$ cat src/rtl/counter_sweep_ctrl.sv
// Sweep controller for an external up/down counter.
// A job seeks the counter to lo, then sweeps lo -> hi -> lo repeatedly,
// holding dwell+1 cycles at each bound, for n_sweeps sweeps (0 = until stop).
module counter_sweep_ctrl #(
  parameter int W = 4
) (
  input  logic         clk,
  input  logic         rst_n,
  input  logic         start,
  input  logic         stop,
  input  logic [W-1:0] lo,
  input  logic [W-1:0] hi,
  input  logic [3:0]   dwell,
  input  logic [3:0]   n_sweeps,
  input  logic [W-1:0] count,
  output logic         cnt_en,
  output logic         cnt_dir,
  output logic         busy,
  output logic         done,
  output logic         err,
  output logic [3:0]   sweeps
);

  typedef enum logic [2:0] {
    IDLE,
    SEEK,
    UP,
    DWELL_HI,
    DOWN,
    DWELL_LO
  } state_t;

  localparam logic [W-1:0] ONE = W'(1);

  state_t       state;
  state_t       state_d;
  logic [W-1:0] lo_q;
  logic [W-1:0] hi_q;
  logic [3:0]   dwell_q;
  logic [3:0]   n_q;
  logic [3:0]   dwell_cnt;
  logic [3:0]   sweeps_inc;
  logic         job_load;
  logic         dwell_load;
  logic         sweep_step;
  logic         done_d;
  logic         err_d;

  assign sweeps_inc = (sweeps == 4'hF) ? sweeps : sweeps + 4'd1;
  assign busy       = (state != IDLE);

  // Next-state, counter control decode and event strobes
  always_comb begin
    state_d    = state;
    cnt_en     = 1'b0;
    cnt_dir    = 1'b0;
    job_load   = 1'b0;
    dwell_load = 1'b0;
    sweep_step = 1'b0;
    done_d     = 1'b0;
    err_d      = 1'b0;
    case (state)
      IDLE: begin
        if (start && !stop) begin
          if (lo < hi) begin
            job_load = 1'b1;
            state_d  = SEEK;
          end else begin
            err_d = 1'b1;
          end
        end
      end
      SEEK: begin
        cnt_en  = (count != lo_q);
        cnt_dir = (count < lo_q);
        if (count == lo_q) state_d = UP;
      end
      UP: begin
        cnt_en  = 1'b1;
        cnt_dir = 1'b1;
        // Leave one step early so the counter lands exactly on hi.
        if (count == hi_q - ONE) begin
          state_d    = DWELL_HI;
          dwell_load = 1'b1;
        end
      end
      DWELL_HI: begin
        if (dwell_cnt == '0) state_d = DOWN;
      end
      DOWN: begin
        cnt_en = 1'b1;
        if (count == lo_q + ONE) begin
          sweep_step = 1'b1;
          if ((n_q != '0) && (sweeps_inc == n_q)) begin
            state_d = IDLE;
            done_d  = 1'b1;
          end else begin
            state_d    = DWELL_LO;
            dwell_load = 1'b1;
          end
        end
      end
      DWELL_LO: begin
        if (dwell_cnt == '0) state_d = UP;
      end
      default: state_d = IDLE;
    endcase
    // Stop overrides every transition and suppresses completion side effects.
    if (stop && (state != IDLE)) begin
      state_d    = IDLE;
      dwell_load = 1'b0;
      sweep_step = 1'b0;
      done_d     = 1'b0;
    end
  end

  // State register
  always_ff @(posedge clk or negedge rst_n) begin
    if (!rst_n) state <= IDLE;
    else        state <= state_d;
  end

  // Job shadow copies, taken only when a job is accepted
  always_ff @(posedge clk or negedge rst_n) begin
    if (!rst_n) begin
      lo_q    <= '0;
      hi_q    <= '0;
      dwell_q <= '0;
      n_q     <= '0;
    end else if (job_load) begin
      lo_q    <= lo;
      hi_q    <= hi;
      dwell_q <= dwell;
      n_q     <= n_sweeps;
    end
  end

  // Dwell down-counter: loaded on bound arrival, exit when it reads zero
  always_ff @(posedge clk or negedge rst_n) begin
    if (!rst_n) begin
      dwell_cnt <= '0;
    end else if (dwell_load) begin
      dwell_cnt <= dwell_q;
    end else if (((state == DWELL_HI) || (state == DWELL_LO)) && (dwell_cnt != '0)) begin
      dwell_cnt <= dwell_cnt - 4'd1;
    end
  end

  // Completed-sweep counter and one-cycle status pulses
  always_ff @(posedge clk or negedge rst_n) begin
    if (!rst_n) begin
      sweeps <= '0;
      done   <= 1'b0;
      err    <= 1'b0;
    end else begin
      if (job_load)        sweeps <= '0;
      else if (sweep_step) sweeps <= sweeps_inc;
      done <= done_d;
      err  <= err_d;
    end
  end

endmodule

$ cat config.mk
export PLATFORM = sky130hd
export DESIGN_NAME = counter_sweep_ctrl
export DESIGN_NICKNAME = d
export VERILOG_FILES = /design/src/rtl/counter_sweep_ctrl.sv
export SDC_FILE = /design/constraint.sdc
export NUM_CORES = 1
export LEC_CHECK = 0
export BUFFER_PORTS_ARGS = -buffer_cell sky130_fd_sc_hd__buf_2
export CELL_PAD_IN_SITES_DETAIL_PLACEMENT = 1
export CELL_PAD_IN_SITES_GLOBAL_PLACEMENT = 2
export CORE_MARGIN = 2
export CORE_UTILIZATION = 30
export DETAILED_ROUTE_END_ITERATION = 7
export GPL_TIMING_DRIVEN = 0
export PLACE_DENSITY = 0.82
export SETUP_SLACK_MARGIN = 0.4
export SLEW_MARGIN = 20
export SYNTH_ARGS = -nofsm -noshare
export SYNTH_HDL_FRONTEND = slang
export SYNTH_SLANG_ARGS = --single-unit
$ cat constraint.sdc
create_clock -name clk -period 2.05 [get_ports clk]
set_input_delay 0.205 -clock clk [delete_from_list [all_inputs] [get_ports clk]]
set_output_delay 0.205 -clock clk [all_outputs]
set_load 0.005 [all_outputs]
==> metrics.cfg <==
[sta]
grt_setup_unrepaired = true
achievable-frequency_ghz = 0.4628
setup-violations-final = 9
period_needed_ns = 2.161
timing.slew.headroom = 0.5448
hold_violations = 0
final_max_slew_viol_count = 0
layout_skew_ns = 0.008119
max_slew.worst_pin.slew_ns = 0.6827
worst_slack_ns = -0.1106
layout_worst_path_cycle_share = 1.054

[synthesis]
syn_area_per_cell_sq_um = 10.15
postSynthCellCount = 186
yosysTopAreaCell = dfrtp_1
yosys.area.top_type_share = 0.3844
ys_warn_count = 0
synth_edf_count = 0
yosysSeqAreaShare = 0.3844
asyncSetResetFlopFracSynth = 1.000
post_synth_most_frequent_cells = 29 x dfrtp_1, 17 x mux2_2, 15 x inv_1
synthesis_stage_register_bit_count = 29
yosys_most_used_dff = dfrtp_1
yosys.cell_count.top_type = dfrtp_1
yosys-top-cells-area = dfrtp_1 38%, mux2_2 10%, ha_1 7.3%
synthesized_nets = 221
mappedNetlistArea_sq_um = 1888
synth.lib_cells_used.distinct = 44

[floorplan]
die-area_sq_um = 6944
die_x_um = 83.33
initial_utilization = 0.3152
core_area_sq_um = 5991
rows = 28
num_io_pins = 33
chipHeight_um = 83.33

[final_layout]
design.final.nets = 281
final-instance-count-excl-fill = 322
areaGrowthSynthToFinish_pct = 42.94
post_route_cells_drive_above_1_share = 0.4858
antenna-diode-count = 0

[setup_path]
timing.critical_path.arrival_ns = 2.34
timing.critical_path.required_ns = 2.23
rrSetupSlack_ns = -0.11
timing.critical_path.from_type = flip-flop
crit_path_end_kind = flip-flop
max_stage_delay_ns = 0.54
worst-setup-path-type = reg -> reg
cp_num_buf_inv = 0
cpMostUsedCell = xnor2_1
cp_cell_sequence = ha_4 -> xnor2_1 -> xnor2_1 -> or4_4 -> o21ai_4 -> nand4_4 -> mux2_4
crit_path_top_delay_cell = or4_4
worst_path_dominant_cell_family = simple AND/OR/NAND/NOR gates
cp_max_fo = 4

[placement]
dpl.cell_count = 292
preCtsSetupSlack_ns = -0.1779
placement.io_buffers = 31
place.gp.congestion = 0.6876
dp_hpwl_mm = 3.375

[clock_network]
clockRootBuffer = clkbuf_8
cts_tree = yes
max_clock_buf_depth = 2
clock_latency_ns = 0.29
clock_transition_time_at_the_flip_flop_clock_pins_of_the_worst_setup_and_hold_paths_ns = 0.07
clkSinkCount = 29
cts_made_buffers = 5
h-tree-depth = 2

[drt]
dr.pass1.iters = 3
vias = 1580
drcViolationCount = 0
detail-route-antenna-nets = 0
wl_mm = 4.962
viasPerCell = 4.907
drtIter0Drc = 33
wire_per_inst_um = 15.41

[run_status]
failed_checks = negative setup slack
result_of_the_run = complete, but fails checks

[global_routing]
grt_pass1_vias = 1734
global_route_wire_length_before_repair_mm = 8.466
antenna_violations_before_repair = 0
grt_overflow = 0
grt_start_max_net_pins = 30
grt_usage = 0.1517

[job]
max_cap_viol_count = 0

[pwr]
power.density_cell_area_nw_per_um2 = 1145
power_leakage_nw = 1.262
ir_drop_mv = 0.4099

[hold_path]
hold_path.class = in -> reg

-- final cells by class --
cell class	count	area, sq um
repair buffers	53	360.3
clock buffers	7	96.34
inverters	15	71.32
plain buffers	6	65.06
clock inverters	1	5.005
multi-input cells	136	1279
well taps	75	93.84
fillers	682	3292
flip-flops and latches	29	728.2
-- power breakdown --
| part | internal [mW] | total (mW) | switching, mW |
|---|---|---|---|
| clock network | 0.303 | 0.529 | 0.226 |
| registers | 0.786 | 0.992 | 0.206 |
| logic | 0.851 | 1.57 | 0.719 |
-- cells by family after synthesis --
group           Yosys count  share of synthesized area
fa+ha+maj                11                    0.07289
simple gates             56                     0.1604
compound gates           30                     0.1080
flops                    29                     0.3844
xor+xnor                 17                    0.08615
mux                      22                     0.1279
buf+inv                  21                    0.06030
-- stage by stage --
stage	util	power [mW]	setup TNS (ns)	hold WS, ns	cell area [sq um]
2_1_floorplan	-	1.865	-0.01996	-0.09059	1959
3_3_place_gp	0.3686	2.123	-1.824	0.2852	2208
3_5_place_dp	0.3686	2.186	-2.693	0.2877	2208
4_1_cts	0.4321	2.985	-0.4542	0.1399	2589
5_1_grt	0.4505	3.358	-1.367	0.1422	2699
6_report	0.4505	3.090	-0.6667	0.1518	2699
-- final timing paths --
path / start / end / depth (start not counted)
min in group asynchronous: rst_n / state[0] / 2
setup / recovery: lo_q[1] / dwell_cnt[1] / 7
hold / removal: dwell[0] / dwell_q[0] / 2
hold reg to reg: dwell_q[3] / dwell_cnt[3] / 1
setup reg to reg: lo_q[1] / dwell_cnt[1] / 7
max in group asynchronous: rst_n / sweeps[0] / 2
-- placed cells by master (no fill, tap or decap), types with 7 or more instances in the layout --
master / n
clkbuf_8: 10
inv_1: 11
nor2_1: 9
buf_4: 16
nand2_1: 11
nand3_1: 7
xor2_1: 8
buf_2: 30
xnor2_1: 7
dfrtp_1: 27
buf_6: 7
mux2_2: 15
-- worst reg2reg max path: cells and delay by family, from the launching register on --
kind | cells | cell delay, ns
mux | 1 | 0.32
simple gates | 2 | 0.69
fa+ha+maj | 1 | 0.17
flops | 1 | 0.44
xor+xnor | 2 | 0.27
compound gates | 1 | 0.17
-- flip-flops by register name, summed over array words and instances, names as in the netlist --
register	count
done	1
dwell_cnt	4
dwell_q	4
err	1
hi_q	4
lo_q	4
n_q	4
state	3
sweeps	4
-- metal layers --
layer  wire, um  vias to the layer above  track usage  share of wire
met5          0                        -            0              0
met4         76                        0      0.05365          0.015
met3        123                        8      0.03082          0.025
met2       2537                       18       0.2588           0.51
met1       2224                      780       0.1895           0.45
li1           -                      774            -              -
-- what timing repair did --
| item | CTS | global route |
|---|---|---|
| setup buffers | 18 | 2 |
| hold endpoints to repair | 29 | 0 |
| pin swaps | 10 | 16 |
| endpoints found under the setup margin | 30 | 30 |
| gates cloned | 1 | 0 |
| gates resized for setup | 24 | 27 |
| hold buffers | 1 | 0 |
Note: power is estimated with default switching activity, not from simulation.
